### config.mk
export PLATFORM = sky130hd
export DESIGN_NAME = wb_arb
export DESIGN_NICKNAME = d
export VERILOG_FILES = /design/src/rtl/wb_arb.sv
export SDC_FILE = /design/constraint.sdc
export NUM_CORES = 1
export LEC_CHECK = 0
export ABC_CLOCK_PERIOD_IN_PS = 5300
export BUFFER_PORTS_ARGS = -buffer_cell sky130_fd_sc_hd__buf_2
export CAP_MARGIN = 20
export CORE_MARGIN = 2
export CORE_UTILIZATION = 40
export DETAILED_ROUTE_END_ITERATION = 8
export PLACE_DENSITY_LB_ADDON = 0.12
export SLEW_MARGIN = 20
export SYNTH_ARGS = -nofsm -noshare
export SYNTH_HDL_FRONTEND = slang
export SYNTH_SLANG_ARGS = --single-unit
### constraint.sdc
create_clock -name clk -period 5.3 [get_ports clk]
set_input_delay 1.06 -clock clk [delete_from_list [all_inputs] [get_ports clk]]
set_output_delay 1.06 -clock clk [all_outputs]
set_load 0.02 [all_outputs]
### src/rtl/wb_arb.sv
// Register-file write-port arbiter: merges in-order pipeline writes with
// long-latency unit results buffered in a 2-entry FIFO, with WAW kill and starvation stall.
module wb_arb #(
  parameter int unsigned STARVE_LIMIT = 8
) (
  input  logic        clk,
  input  logic        rst,
  input  logic        pipe_we,
  input  logic [4:0]  pipe_waddr,
  input  logic [31:0] pipe_wdata,
  input  logic        lu_valid,
  input  logic [4:0]  lu_waddr,
  input  logic [31:0] lu_wdata,
  output logic        lu_ready,
  output logic        we,
  output logic [4:0]  waddr,
  output logic [31:0] wdata,
  output logic        stall_req
);

  localparam logic [7:0] LIMIT_C = 8'(STARVE_LIMIT);

  // Slot 0 is always the oldest live entry; slot 1 is only valid when slot 0 is.
  logic [1:0]  v_r;
  logic [4:0]  a_r [2];
  logic [31:0] d_r [2];
  logic [7:0]  cnt_r;
  logic        stall_r;
  logic        we_r;
  logic [4:0]  waddr_r;
  logic [31:0] wdata_r;

  logic        pipe_sel_s;
  logic        push_s;
  logic        pop_s;
  logic        lu_ready_s;
  logic [1:0]  keep_s;
  logic [1:0]  c_v_s;
  logic [4:0]  c_a_s [2];
  logic [31:0] c_d_s [2];
  logic [1:0]  n_v_s;
  logic [4:0]  n_a_s [2];
  logic [31:0] n_d_s [2];

  assign lu_ready_s = !(v_r[0] && v_r[1]);
  assign lu_ready   = lu_ready_s;
  assign we         = we_r;
  assign waddr      = waddr_r;
  assign wdata      = wdata_r;
  assign stall_req  = stall_r;

  // Select the write source, apply WAW kills, compact, pop and append.
  always_comb begin
    pipe_sel_s = pipe_we && (pipe_waddr != 5'd0);
    push_s     = lu_valid && lu_ready_s && (lu_waddr != 5'd0);
    for (int i = 0; i < 2; i++) begin
      keep_s[i] = v_r[i] && !(pipe_sel_s && (a_r[i] == pipe_waddr));
    end

    c_a_s = a_r;
    c_d_s = d_r;
    if (keep_s[0]) begin
      c_v_s = {keep_s[1], 1'b1};
    end else if (keep_s[1]) begin
      c_v_s    = 2'b01;
      c_a_s[0] = a_r[1];
      c_d_s[0] = d_r[1];
    end else begin
      c_v_s = 2'b00;
    end

    // A drain slot exists only when the pipeline is not writing.
    pop_s = !pipe_sel_s && c_v_s[0];

    n_a_s = c_a_s;
    n_d_s = c_d_s;
    if (pop_s) begin
      n_v_s    = {1'b0, c_v_s[1]};
      n_a_s[0] = c_a_s[1];
      n_d_s[0] = c_d_s[1];
    end else begin
      n_v_s = c_v_s;
    end

    case ({push_s, n_v_s[0]})
      2'b10: begin
        n_v_s[0] = 1'b1;
        n_a_s[0] = lu_waddr;
        n_d_s[0] = lu_wdata;
      end
      2'b11: begin
        n_v_s[1] = 1'b1;
        n_a_s[1] = lu_waddr;
        n_d_s[1] = lu_wdata;
      end
      default: begin
        n_v_s[1] = n_v_s[1];
      end
    endcase
  end

  // FIFO storage.
  always_ff @(posedge clk or negedge rst) begin
    if (!rst) begin
      v_r    <= 2'b00;
      a_r[0] <= 5'd0;
      a_r[1] <= 5'd0;
      d_r[0] <= 32'd0;
      d_r[1] <= 32'd0;
    end else begin
      v_r <= n_v_s;
      a_r <= n_a_s;
      d_r <= n_d_s;
    end
  end

  // Starvation counter and the stall request it raises.
  always_ff @(posedge clk or negedge rst) begin
    if (!rst) begin
      cnt_r   <= 8'd0;
      stall_r <= 1'b0;
    end else begin
      if (pop_s || (n_v_s == 2'b00)) begin
        cnt_r   <= 8'd0;
        stall_r <= 1'b0;
      end else begin
        if (v_r[0] && (cnt_r != LIMIT_C)) begin
          cnt_r <= cnt_r + 8'd1;
        end else begin
          cnt_r <= cnt_r;
        end
        if (cnt_r == LIMIT_C) begin
          stall_r <= 1'b1;
        end else begin
          stall_r <= stall_r;
        end
      end
    end
  end

  // Registered register-file write port; address/data hold when idle.
  always_ff @(posedge clk or negedge rst) begin
    if (!rst) begin
      we_r    <= 1'b0;
      waddr_r <= 5'd0;
      wdata_r <= 32'd0;
    end else begin
      we_r <= pipe_sel_s || pop_s;
      if (pipe_sel_s) begin
        waddr_r <= pipe_waddr;
        wdata_r <= pipe_wdata;
      end else if (pop_s) begin
        waddr_r <= c_a_s[0];
        wdata_r <= c_d_s[0];
      end else begin
        waddr_r <= waddr_r;
        wdata_r <= wdata_r;
      end
    end
  end

endmodule

==> impl_results.md, run 1 <==
- Slowest CP cell: o21ai_4
- Clock Latency Late Sink: 410 ps
- Worst Path Max Fanout: 37
- Hold Vio Cnt, Final: 0
- Root Driver: clkbuf_16
- Most common cell after layout, fill and taps aside: dfrtp_1
- Synth Cell Area: 5630 um^2
- Initial antenna violation count: 1
- Post-synth ARST share: 100%
- Status: finished clean
- Port Buffers: 117
- First drt pass iteration count: 4
- EDFF count, synth: 0
- Mean routed wirelength per cell: 17.1 um
- Clk sinks: 123
- R2R Path Start: a_r[1]
- WL final: 14200 um
- Hold path startpoint: waddr[2]
- Max Fclk: 260 MHz
- Vias in the first global route: 4430
- Pwr dens: 517 nW/um^2
- Crit-path cells: buf_2 > or4_4 > o21ai_4 > o41ai_2 > maj3_2 > nor2_8 > mux2_2
- Post-DP HPWL: 8730 um
- CTS tree: built
- Final Max Slew Viols: 0
- ANT nets after route: 0
- CTS clk-pin slew, worst paths: 50 ps
- Ys Warns: 0
- Initial Util: 40.7%
- Final Core Density: 49.6%
- Setup TNS: 0 ps
- Reg2reg end: wdata[8]
- Reg2reg path depth: 6
- Post-synthesis register bit count: 123
- Pleak: 3.09 nW
- Min-Delay Endpoint: waddr[2]
- Gr usage total: 20.0%
- Die boundary height: 123 um
- Final GP Congestion: 0.779
- Die width: 123 um
- Area Overhead vs Synth: 21.8%
- CP Capture Type: flop
- Most used flip-flop cell after synthesis: dfrtp_1
- Clock Skew: 5.57 ps
- Worst Max-Slew Pin Slew: 1070 ps
- Grt ovf: 0
- H-tree depth: 4
- Final setup violation count: 0
- CTS-repair resized insts: 0
- Iter 0 DRT Violations: 190
- Type of origin of the critical path: input pin
- Critical Setup Path Class: in2reg
- Most frequent cells in the layout: dfrtp_1 (123), buf_2 (116), nand2_1 (82)
- Synth Area per Inst: 10.6 um^2
- WHS Path Cells: 2
- RSZ-0062 raised after global routing: false
- CTS Hold Buffers Added: 0
- Postcts setup bufs: 0
- Maximum VDD drop: 0.235 mV
- Syn nets: 612
- Vias per inst: 5.28
- Synth Instances: 532
- Crit-path max cell delay: 590 ps
- Vias: 4373
- CTS buffer count: 17
- Drt drc: 0
- Share of post-route cells with drive strength above 1: 25.5%
- Hold Path Class: reg2reg
- Ports: 118
- Final Critical Period: 3840 ps
- Die area: 15100 um^2
- Relative slew slack: 28.7%
- First-pass GRT wire length: 22900 um
- Pin count of the biggest net entering global routing: 47
- Std cell rows: 43
- Nets: 718
- Worst EP required: 5590 ps
- Count of max-cap constraint violations: 0
- Placed cells: 799
- Period Utilization, post-route: 72.5%
- Layout Cells excl Fill: 828
- Worst hold margin: 509 ps
- Register area share after synthesis: 54.6%
- R2r setup slk: 2420 ps
- Area of the core: 13800 um^2
- Clock Tree Buf Depth: 2
- Post-synth cell types: 36
- Worst Path Arrival: 4130 ps
## synthesized netlist by cell type, types with 3 or more instances
master	instances	area [um^2]
buf_6	3	33.8
mux2_1	30	338
inv_1	6	22.5
buf_1	5	18.8
o21ai_0	3	15.0
nand2_1	82	308
mux2i_1	38	380
clkbuf_1	21	78.8
dfrtp_1	123	3080
mux2_2	7	78.8
buf_4	4	30.0
nor2_1	52	195
a21oi_1	40	200
o22ai_1	35	219
nand3_1	6	30.0
a31oi_1	36	225
xnor2_1	9	78.8
xor2_1	8	70.1
## registers in the layout, indices dropped and copies added, names as in the netlist, 2 cells and up
signal,cells
wdata,32
d_r,32
a_r,10
c_d_s,32
cnt_r,8
waddr,5
v_r,2
## per-layer routing
layer	wire [um]	GRT usage [%]	part of all wire (%)	vias up
li1	-	-	-	2103
met5	0	0	0	-
met4	220	7.61	1.6	0
met2	6670	31.8	47	97
met3	697	4.60	4.9	19
met1	6590	26.6	46	2154
## cell type report
cell class | instances | area (um^2)
fill | 1277 | 6960
sequential | 123 | 3080
multi-input combinational | 367 | 2400
timing repair buffer | 122 | 638
clock buffer | 24 | 472
tap | 180 | 225
inverter | 7 | 26.3
clock inverter | 4 | 20.0
antenna | 1 | 2.50
## critical path: cells and delay by family
family,cells,cell delay (ps)
fa+ha+maj,1,440
mux,1,410
simple gates,2,1130
buf+inv,1,130
compound gates,2,950
## logic make-up after synthesis
family,Yosys count,share of synthesized area (%)
simple gates,150,10.9
flops,123,54.6
compound gates,122,13.5
mux,75,14.1
buf+inv,42,3.51
xor+xnor,17,2.64
fa+ha+maj,3,0.644
## metrics by stage
step	setup WS [ps]	total power, mW	instance area [um^2]
after floorplan	2190	2.24	5630
after global placement	1070	2.54	6370
after detailed placement	1000	2.58	6370
after CTS	1440	3.57	6860
after global routing	1280	3.77	6860
final	1460	3.55	6860
## where the power goes
part	total, mW	internal [mW]	switching (mW)	leakage [nW]
Combinational	1.01	0.440	0.575	1.42
Clock	0.991	0.607	0.385	0.245
Sequential	1.54	1.30	0.242	1.42
## worst max-delay path by stage
stage             startpoint        end  slack [ps]
6_report       pipe_waddr[1]  c_d_s[20]        1460
3_5_place_dp   pipe_waddr[1]  c_d_s[23]        1000
4_1_cts        pipe_waddr[1]  c_d_s[23]        1440
3_3_place_gp   pipe_waddr[1]    d_r[54]        1070
5_1_grt        pipe_waddr[1]    d_r[63]        1280
2_1_floorplan  pipe_waddr[1]     a_r[0]        2190
No activity file was read; power rests on OpenSTA's default activity.
==> inputs of run 2 (changes only) <==
ABC_AREA = 1   (was default)
ABC_CLOCK_PERIOD_IN_PS = 3950   (was 5300)
clock period = 3.95 ns   (was 5.3 ns; I/O delays follow)
==> run 2 against run 1 <==
Compared with the run above: first-iteration DRC count up 120%; worst hold slack worse by 64 ps; register-to-register slack worse by 1100 ps; clock power increased by 64%; synthesized cell count grew 60%; combinational power up 130%; critical endpoint is now d_r[41].
==> impl_results.md, run 2 <==
- Status: finished clean
- Nets: 1022
- Die area: 17300 um^2
- Area of the core: 15900 um^2
- Post-DP HPWL: 10900 um
- Critical Setup Path Class: in2reg
- Clock Latency Late Sink: 420 ps
- Mean routed wirelength per cell: 15.0 um
- Post-synthesis register bit count: 123
- CTS tree: built
- Placed cells: 1139
- Initial Util: 41.0%
- Ports: 118
- Pleak: 4.04 nW
- Final Critical Period: 2740 ps
- Most frequent cell after synthesis: nand2_1
- Most common cell after layout, fill and taps aside: nand2_1
- EDFF count, synth: 0
- Register area share after synthesis: 47.2%
- Hold Path Class: in2async
- Clk pwr share: 27.1%
- Most used flip-flop cell after synthesis: dfrtp_1
- Commonest cells post-synth: nand2_1 (322), dfrtp_1 (123), nand3_1 (118), nor2_1 (54), a22oi_1 (37)
- # diodes: 0
- Die boundary height: 132 um
- Count of max-cap constraint violations: 0
- Period Utilization, post-route: 69.3%
- Initial antenna violation count: 0
- Switch Pwr: 2.41 mW
- Final GP Congestion: 0.726
- Clk sinks: 123
- Global route hottest layer: met2
- Combinational share of power: 38.3%
- Most used cell, CP: nand2_2
- CTS clk-pin slew, worst paths: 60 ps
- CTS Hold Buffers Added: 0
- Slowest CP cell: nand2_2
- Synth Cell Area: 6520 um^2
- H-tree depth: 4
- Simple-Gate Fraction of Synth Area: 32.8%
- Filler cell count: 1656
- Routing usage on met1: 26.8%
- Largest family of logic cells by synthesized area: simple AND/OR/NAND/NOR gates
- Clock Skew: 10.4 ps
- Worst Max-Slew Pin Slew: 889 ps
- Vias per inst: 5.04
- Crit-path max cell delay: 630 ps
- Pin count of the biggest net entering global routing: 69
- WL final: 17600 um
- CP Capture Type: flop
- Worst EP required: 4260 ps
- Maximum VDD drop: 0.403 mV
- Relative slew slack: 40.5%
- Type of origin of the critical path: input pin
- First-pass GRT wire length: 29000 um
- Internal: 3.62 mW
- Area Overhead vs Synth: 19.9%
- Grt ovf: 0
- Layout Cells excl Fill: 1171
- CTS-repair resized insts: 0
- Ys Warns: 0
- Sequential share of power: 34.6%
- Pwr dens: 771 nW/um^2
- Final Core Density: 49.2%
- Sw Share: 40.0%
- Root Driver: clkbuf_16
- Final Power: 6.03 mW
- Post-synth cell types: 27
- Syn nets: 931
- ANT nets after route: 0
- Most frequent cells in the layout: nand2_1 (322), dfrtp_1 (123), nand3_1 (117)
- Post-synthesis adder-cell area fraction: 0.384%
- Worst Path Arrival: 3050 ps
- Met2 usage in global routing: 35.0%
- Die width: 132 um
- Drt drc: 0
- Final setup violation count: 0
- Synth Area in XOR/XNOR: 0.940%
- Gr usage total: 20.8%
- Postcts setup bufs: 0
- Crit-path cells: buf_2 > nor2_1 > nand3_1 > nand2_2 > nor2_2 > nand2_2 > nand2_2 > buf_4 > nand2_2 > nand2_1 > nand3_1 > nand2_1 > nand2_1
- Worst Path Max Fanout: 38
- Compound-cell area share of the yosys netlist: 12.4%
- Share of post-route cells with drive strength above 1: 21.4%
- Met3 global-route usage: 4.44%
- Final Max Slew Viols: 0
- Synth Instances: 851
- CTS buffer count: 17
- Iter 0 DRT Violations: 411
- Vias in the first global route: 5659
- Setup TNS: 0 ps
- Vias: 5904
- First drt pass iteration count: 5
- Largest cells by area after synthesis: dfrtp_1 (47%), nand2_1 (19%), nand3_1 (9.1%)
- Worst Path Buf+Inv: 2
- RSZ-0062 raised after global routing: false
- Synth Area per Inst: 7.66 um^2
- Post-synth ARST share: 100%
- Multiplexer share of the synthesized area: 0%
- Top-area cell type share of the netlist area: 47.2%
- Clock Tree Buf Depth: 2
- Hold Vio Cnt, Final: 0
- Area leader, netlist: dfrtp_1
- Port Buffers: 117
- CP top delay family: simple AND/OR/NAND/NOR gates
- Std cell rows: 46
- Max Fclk: 365 MHz
==> run 2: cell types whose count changed after synthesis, moves of 16 or more <==
cell and change:
a21oi_1 -29, buf_2 +18, a22oi_1 +37, a31oi_1 -36, mux2_1 -30, nand3_1 +112
o21ai_0 +22, a21oi_2 +30, mux2i_1 -38, o21ai_1 +16, o22ai_1 -35, nand2_1 +240
==> run 2: worst reg2reg max path, delay by kind of cell (launching register included) <==
family / cells / cell delay, ps
simple gates: 11 / 1640
buf+inv: 2 / 490
flops: 1 / 400
==> run 2: path summary, 6_finish.rpt <==
path,startpoint,to,slack (ps),cells past startpoint
setup / recovery,pipe_waddr[4],d_r[41],1210,13
hold / removal,rst,cnt_r[4],440,1
setup reg to reg,a_r[6],d_r[41],1310,13
hold reg to reg,wdata[10],wdata[10],490,2
max in group asynchronous,rst,wdata[17],2680,2
min in group clk,wdata[10],wdata[10],490,2
==> run 2: routing by layer <==
| metal | up-vias | wire, um |
|---|---|---|
| li1 | 2974 | - |
| met1 | 2786 | 8240 |
| met2 | 131 | 8430 |
| met3 | 13 | 725 |
| met4 | 0 | 169 |
| met5 | - | 0 |
==> run 2: kinds of logic after synthesis <==
logic type | after synthesis
flip-flops | 123
AND/OR/NAND/NOR | 516
XOR/XNOR | 7
adder cells (fa/ha/maj) | 2
buffers and inverters | 83
AO/OA/AOI/OAI | 120
==> run 2: stage by stage <==
step | hold slack [ps] | setup WS, ps | instance area (um^2)
6_report | 445 | 1210 | 7820
5_1_grt | 501 | 954 | 7820
4_1_cts | 472 | 1230 | 7820
3_5_place_dp | 483 | 801 | 7200
3_3_place_gp | 481 | 862 | 7200
2_1_floorplan | 470 | 1980 | 6520
==> run 2: cell type report <==
cell class	count	area, um^2	area share [%]
flip-flops and latches	123	3080	39.4
multi-input cells	645	3050	39.1
repair buffers	129	703	9.00
clock buffers	24	472	6.03
well taps	216	270	3.46
clock inverters	8	140	1.79
inverters	26	98.8	1.26
==> run 2: power groups by stage <==
| stage | logic (mW) | clock network (mW) | registers (mW) |
|---|---|---|---|
| finish | 2.31 | 1.63 | 2.09 |
| global route | 2.61 | 1.73 | 2.15 |
| CTS | 2.34 | 1.67 | 2.09 |
| detailed placement | 2.32 | 0 | 2.11 |
| global placement | 2.30 | 0 | 2.10 |
| floorplan | 1.62 | 0 | 2.20 |
==> inputs of run 3 (changes only) <==
ABC_CLOCK_PERIOD_IN_PS = 2200   (was 3950)
clock period = 2.2 ns   (was 3.95 ns; I/O delays follow)
==> run 3 against run 2 <==
Compared with the run above: register-to-register slack worse by 940 ps; setup slack lost 840 ps; critical path depth unchanged; clock skew shrank 3.9 ps; clock-buffer cell count decreased by 4; die area unchanged; core utilization grew 1.4 points.
==> impl_results.md, run 3 (synthesis results as in run 2) <==
- H-tree depth: 4
- Worst Path Arrival: 2140 ps
- Port Buffers: 117
- Share of post-route cells with drive strength above 1: 23.1%
- CTS buffer count: 17
- Post-DP HPWL: 11800 um
- Final Critical Period: 1830 ps
- Die boundary height: 132 um
- Area Overhead vs Synth: 23.4%
- Routing usage on met1: 28.9%
- Layout Cells excl Fill: 1191
- Met2 usage in global routing: 34.0%
- Sw Share: 39.9%
- Gr usage total: 21.2%
- Most frequent cells in the layout: nand2_1 (322), dfrtp_1 (123), nand3_1 (117)
- Status: finished clean
- Vias per inst: 5.05
- Count of max-cap constraint violations: 0
- Relative slew slack: 66.8%
- Post-Place Setup Slack: 174 ps
- Die area: 17300 um^2
- Placed cells: 1158
- Period Utilization, post-route: 83.2%
- Initial Util: 41.0%
- Hold Vio Cnt, Final: 0
- Pwr dens: 1370 nW/um^2
- Vias in the first global route: 5756
- Clk pwr share: 26.4%
- Final setup violation count: 0
- Final Power: 11.0 mW
- Maximum VDD drop: 0.735 mV
- Worst EP required: 2510 ps
- Worst hold margin: 232 ps
- Nets: 1042
- Setup TNS: 0 ps
- Worst Max-Slew Pin Slew: 498 ps
- Final Core Density: 50.6%
- Type of origin of the critical path: flop
- Worst Path Max Fanout: 56
- RSZ-0062 raised after global routing: false
- Std cell rows: 46
- Final GP Congestion: 0.804
- First-pass GRT wire length: 29400 um
- Post-placement cell area: 7420 um^2
- # diodes: 0
- ANT nets after route: 0
- Final WS setup: 370 ps
- CP Capture Type: flop
- Die width: 132 um
- Ports: 118
- WL final: 17800 um
- Design area: 8040 um^2
- Hold Path Class: in2reg
- Pin count of the biggest net entering global routing: 57
- CTS-repair resized insts: 0
- Clk sinks: 123
- Final Max Slew Viols: 0
- Max Fclk: 546 MHz
- Switch Pwr: 4.40 mW
- Iter 0 DRT Violations: 423
- Grt ovf: 0
- Met3 global-route usage: 3.94%
- Area of the core: 15900 um^2
- First drt pass iteration count: 4
- Most common cell after layout, fill and taps aside: nand2_1
- Clock Latency Late Sink: 420 ps
- Mean routed wirelength per cell: 14.9 um
- Clock Skew: 6.55 ps
- Vias: 6013
- CTS clk-pin slew, worst paths: 60 ps
- Pleak: 4.16 nW
- Initial antenna violation count: 0
- Filler cell count: 1636
- Global route hottest layer: met2
- Internal: 6.62 mW
- Drt drc: 0
- CTS tree: built
- Root Driver: clkbuf_16
- Critical Setup Path Class: reg2reg
- Sequential share of power: 33.9%
- Combinational share of power: 39.7%
- Clock Tree Buf Depth: 2
[run 3: routing by layer]
metal  vias to the layer above  wire length [um]
met5                         -                 0
met4                         0               246
met3                        22               982
met2                       175              8370
met1                      2797              8180
li1                       3019                 -
[run 3: what timing repair did]
action,in CTS,in global routing
endpoints found under the hold margin,15,0
buffers inserted,0,0
hold buffers,1,0
setup endpoints to repair,0,0
[run 3: final timing paths]
check                                  start         to  slack (ps)  depth (start not counted)
max in group asynchronous                rst   waddr[0]        1120                          3
worst max-delay path                  a_r[6]     a_r[5]         370                         13
worst max register to register        a_r[6]     a_r[5]         370                         13
worst min register to register      wdata[8]   wdata[8]         490                          2
min in group asynchronous                rst   cnt_r[6]         470                          2
worst min-delay path            lu_wdata[29]  c_d_s[29]         230                          3
[run 3: final cells by class]
class	instances	area, um^2	share of cell area [%]
repair buffers	149	931	11.6
inverters	26	98.8	1.23
flip-flops and latches	123	3080	38.3
clock buffers	20	437	5.43
well taps	216	270	3.36
clock inverters	12	173	2.15
multi-input cells	645	3050	38.0
[run 3: power by group through the flow]
stage	combinational (mW)	clock (mW)	sequential, mW
2_1_floorplan	2.90	0	3.96
3_3_place_gp	4.35	0	3.76
3_5_place_dp	4.39	0	3.77
4_1_cts	4.42	2.95	3.74
5_1_grt	4.96	3.06	3.86
6_report	4.37	2.91	3.74
[run 3: critical path, cell delays in order, from the launching register on]
cell and delay (ps):
dfrtp_1 390, inv_1 60, nand2_1 40, nand2_1 50
nand3_1 80, nor2_1 150, nand2_2 80, nand2_2 100
nand2_2 90, nand2_4 130, buf_12 270, a21oi_1 120
nand2_1 80, nand2_1 50
